**config.mk**
```make
export PLATFORM = sky130hd
export DESIGN_NAME = mu0_control_fsm
export DESIGN_NICKNAME = d
export VERILOG_FILES = /design/src/rtl/mu0_control_fsm.sv
export SDC_FILE = /design/constraint.sdc
export NUM_CORES = 1
export LEC_CHECK = 0
export BUFFER_PORTS_ARGS = -buffer_cell sky130_fd_sc_hd__buf_4
export CORE_AREA = 2 2 39 41
export DETAILED_ROUTE_END_ITERATION = 8
export DIE_AREA = 0 0 41 43
export PLACE_DENSITY_LB_ADDON = 0.15
export SYNTH_ARGS = -nofsm -noshare
export SYNTH_HDL_FRONTEND = slang
export SYNTH_SLANG_ARGS = --single-unit
export TNS_END_PERCENT = 20
```
**constraint.sdc**
```tcl
create_clock -name Clk -period 2.4 [get_ports Clk]
set_clock_uncertainty 0.1 [all_clocks]
set_input_delay 0.12 -clock Clk [delete_from_list [all_inputs] [get_ports Clk]]
set_output_delay 0.12 -clock Clk [all_outputs]
set_load 0.005 [all_outputs]
```
**src/rtl/mu0_control_fsm.sv**
```systemverilog
// MU0 fetch/execute sequencer with a memory-ready handshake and a bus timeout.
// A timed-out access halts the core and sets a sticky Fault.
module mu0_control_fsm #(
  parameter int unsigned TIMEOUT = 16
) (
  input  logic       Clk,
  input  logic       nReset,
  input  logic [3:0] Opcode,
  input  logic       N,
  input  logic       Z,
  input  logic       MemReady,
  output logic [1:0] M,
  output logic       XSel,
  output logic       YSel,
  output logic       AddrSel,
  output logic       PCEn,
  output logic       IREn,
  output logic       AccEn,
  output logic       Rd,
  output logic       Wr,
  output logic       Halted,
  output logic       Fault
);

  localparam int unsigned CW = (TIMEOUT > 0) ? $clog2(TIMEOUT + 1) : 1;
  localparam logic [CW-1:0] CNT_LAST = CW'((TIMEOUT == 0) ? 0 : TIMEOUT - 1);

  typedef enum logic [1:0] {
    FETCH = 2'd0,
    EXEC  = 2'd1,
    HALT  = 2'd2
  } state_e;

  state_e        state_q, state_d;
  logic [CW-1:0] cnt_q, cnt_d;
  logic          fault_q, fault_d;
  logic          mem_op, access, expired;

  always_ff @(posedge Clk or negedge nReset) begin
    if (!nReset) begin
      state_q <= FETCH;
      cnt_q   <= '0;
      fault_q <= 1'b0;
    end else begin
      state_q <= state_d;
      cnt_q   <= cnt_d;
      fault_q <= fault_d;
    end
  end

  always_comb begin
    mem_op  = (Opcode[3:2] == 2'b00);
    access  = (state_q == FETCH) || ((state_q == EXEC) && mem_op);
    expired = (TIMEOUT > 0) && access && !MemReady && (cnt_q == CNT_LAST);

    state_d = state_q;
    unique case (state_q)
      FETCH: begin
        if (MemReady)     state_d = EXEC;
        else if (expired) state_d = HALT;
      end
      EXEC: begin
        if (mem_op) begin
          if (MemReady)     state_d = FETCH;
          else if (expired) state_d = HALT;
        end else if (Opcode == 4'h7) begin
          state_d = HALT;
        end else begin
          state_d = FETCH;
        end
      end
      HALT:    state_d = HALT;
      default: state_d = FETCH;
    endcase

    // Counting only while the same access keeps waiting; any state change or MemReady clears it.
    cnt_d = '0;
    if (access && !MemReady && (state_d == state_q))
      cnt_d = cnt_q + 1'b1;

    fault_d = fault_q | expired;
  end

  always_comb begin
    M       = 2'b00;
    XSel    = 1'b0;
    YSel    = 1'b0;
    AddrSel = 1'b0;
    PCEn    = 1'b0;
    IREn    = 1'b0;
    AccEn   = 1'b0;
    Rd      = 1'b0;
    Wr      = 1'b0;
    Halted  = 1'b0;
    Fault   = fault_q;
    if (nReset) begin
      unique case (state_q)
        FETCH: begin
          Rd   = 1'b1;
          XSel = 1'b1;
          M    = 2'b10;
          IREn = MemReady;
          PCEn = MemReady;
        end
        EXEC: begin
          unique case (Opcode)
            4'h0: begin
              AddrSel = 1'b1;
              Rd      = 1'b1;
              AccEn   = MemReady;
            end
            4'h1: begin
              AddrSel = 1'b1;
              Wr      = 1'b1;
            end
            4'h2, 4'h3: begin
              AddrSel = 1'b1;
              Rd      = 1'b1;
              M       = Opcode[0] ? 2'b11 : 2'b01;
              AccEn   = MemReady;
            end
            4'h4, 4'h5, 4'h6: begin
              YSel = 1'b1;
              PCEn = (Opcode == 4'h4) ? 1'b1 :
                     (Opcode == 4'h5) ? ~N : ~Z;
            end
            default: ;
          endcase
        end
        HALT:    Halted = 1'b1;
        default: ;
      endcase
    end
  end

endmodule

```
==> qor.yml <==
floorplan:
  rows: 14
  fp.coreArea_sq_mm: 0.001384
  start_util: 0.3707
  die_x_um: 41
  io_pins: 21
  dieArea_sq_mm: 0.001763
  die_h_um: 43
route:
  drt_wl_total_um: 1130
  first_pass_iters: 4
  drt_iter0_drc: 7
  avgRoutedWirePerCell_um: 11.19
  route.vias.total: 504
  route.detailed.drc: 0
  detail-route-antenna-nets: 0
  vias_per_cell: 4.990
synth:
  synth_top_area_frac: 0.3902
  yosys.cell_types.count: 22
  syn-num-nets: 73
  yosysSeqAreaShare: 0.3902
  ys_warn_count: 0
  yosys.area.top_type: "dfrtp_1"
  synth_seq_cells: 8
  syn_inst: 62
  netlist_area_sq_um: 513.0
  synthTopCellsByArea: "dfrtp_1 (39%), nor2_1 (9.5%), a21oi_1 (5.9%)"
  syn_avg_cell_area_sq_um: 8.274
finish:
  final_cell_area_sq_um: 710.7
  drive_gt1_frac: 0.3176
  fill_cells: 138
  utilization: 0.5136
  nets: 98
  antennaDiodeCount: 0
  layoutNonFillerInstCount: 101
  area_growth_syn_to_layout_pct: 38.54
clocking:
  clockRootBuffer: "clkbuf_4"
  cts_buffer_depth: 2
  post-cts-setup-buffer-count: 0
  cts_buffers: 3
  cts_hold_buf: 1
  worstSkewPairLatency_ps: 250
  cts_tree: "done"
  cts-resized-gates: 0
  htreeDepth: 1
  clock_sinks: 8
  clk_pin_slew_ps: 50
critical_path:
  crit_chain: "ha_1 -> and3_1 -> ha_1 -> o31ai_1 -> nand4_2 -> nor2_1"
  worst_r2r_path_depth: 6
  cp_slowest_cell: "dfrtp_1"
  timing.critical_path.mode_cell: "ha_1"
  worstSetupEndpointType: "flop"
  cpPeakStageDelay_ps: 390
  required_ps: 2480
  start_kind: "flop"
  cp.arrival_ps: 1930
  crit_path_max_fanout: 4
  criticalPathCategory: "flop to flop"
place:
  place_worst_setup_slack_ps: 540.0
  dp_hpwl_um: 898.7
  dp.cells: 97
  gp_congestion: 0.6684
  port_buffers: 20
  place_area_sq_um: 678.2
timing:
  setup_viol: 0
  tns_ps: 0
  clock.fmax_ghz: 0.5390
  setup_ws_ps: 544.8
  hold_viol_final: 0
  period_share: 0.7730
  period_needed_ps: 1855
  final-max-slew-violation-count: 0
  grt_setup_unrepaired: "false"
  fin_hold_ws_ps: 75.83
  slew_headroom: 0.7785
  worstMarginPinSlew_ps: 329.5
power_and_ir_drop:
  power_mw: 0.3308
  power_density_mw_per_mm2: 465.5
  switchingPower_mw: 0.09027
  sw_frac_of_total: 0.2729
  seq_power_share: 0.468
  p_leak_nw: 0.3613
  max-vdd-ir-drop_v: 0.0002765
  power_frac_clock: 0.298
  p_int_mw: 0.2406
  pwr-share-comb: 0.233
min_path:
  whs_path_depth: 4
  hold_path.class: "primary input to flop"
global_routing:
  grt_max_degree: 13
  antenna_found_initial: 0
  grt-ovfl-total: 0
  grt_pass1_wl_um: 1938
  grt_pass1_vias: 480
  grt_usage: 0.1682
flow_run:
  drv_cap: 0
run_status:
  status: "completed"
==> final timing paths <==
kind                                     from            endpoint  slack (ps)
setup / recovery           cnt_q[0]$_DFF_PN0_  cnt_q[2]$_DFF_PN0_         540
hold / removal                       MemReady  cnt_q[3]$_DFF_PN0_          80
setup reg to reg           cnt_q[0]$_DFF_PN0_  cnt_q[2]$_DFF_PN0_         540
hold reg to reg            cnt_q[0]$_DFF_PN0_  cnt_q[0]$_DFF_PN0_         360
max in group asynchronous              nReset     Fault$_DFF_PN0_        1920
min in group asynchronous              nReset  cnt_q[4]$_DFF_PN0_         140
==> power by group through the flow <==
stage,registers [mW],clock network [mW],logic [mW]
2_1_floorplan,0.151,0,0.0424
3_3_place_gp,0.157,0,0.0764
3_5_place_dp,0.157,0,0.0773
4_1_cts,0.155,0.106,0.0789
5_1_grt,0.157,0.115,0.0907
6_report,0.155,0.0987,0.0771
==> critical path: cells and delay by family (launching register included) <==
family	cells	cell delay (ps)
fa+ha+maj	2	430
flops	1	390
simple gates	3	510
compound gates	1	350
==> Yosys cell counts <==
cell type / count
and4bb_1: 1
nor2b_1: 1
nor4b_2: 1
o21bai_1: 1
dfrtp_1: 8
xnor2_1: 2
a31o_2: 1
a21oi_1: 6
nand2_1: 5
nand2b_1: 2
inv_1: 3
o31ai_1: 1
nand4_2: 1
clkinv_1: 1
ha_1: 2
o21ai_0: 2
nand3_1: 5
nor2_1: 13
and2_1: 1
buf_2: 1
nand3_2: 1
and3_1: 3
==> area by class of cell <==
class / count / area [sq um] / share of cell area
multi-input cells: 49 / 292.8 / 0.4120
flip-flops and latches: 8 / 200.2 / 0.2817
repair buffers: 21 / 160.2 / 0.2254
clock buffers: 3 / 22.52 / 0.03169
well taps: 16 / 20.02 / 0.02817
inverters: 4 / 15.01 / 0.02113
==> layout by cell type (no fill, tap or decap), types with 3 or more instances in the layout <==
cell,count
nand3_1,5
nor2_1,13
a21oi_1,6
and3_1,3
clkbuf_4,3
dfrtp_1,8
nand2_1,5
buf_4,20
inv_1,3
==> layer usage <==
layer,up-vias,part of all wire,track usage
met2,14,0.50,0.2625
met5,-,0,0
li1,263,-,-
met1,225,0.40,0.1892
met4,0,0.015,0.1400
met3,2,0.083,0.02094
==> kinds of logic after synthesis <==
group,synth area share
compound gates,0.1244
flops,0.3902
buf+inv,0.03901
xor+xnor,0.03415
simple gates,0.3634
fa+ha+maj,0.04877
==> flip-flops by register name, summed over array words and instances, names as in the netlist <==
register and count:
Fault 1, cnt_q 5, state_q 2
Power figures use the tool's default switching activity.
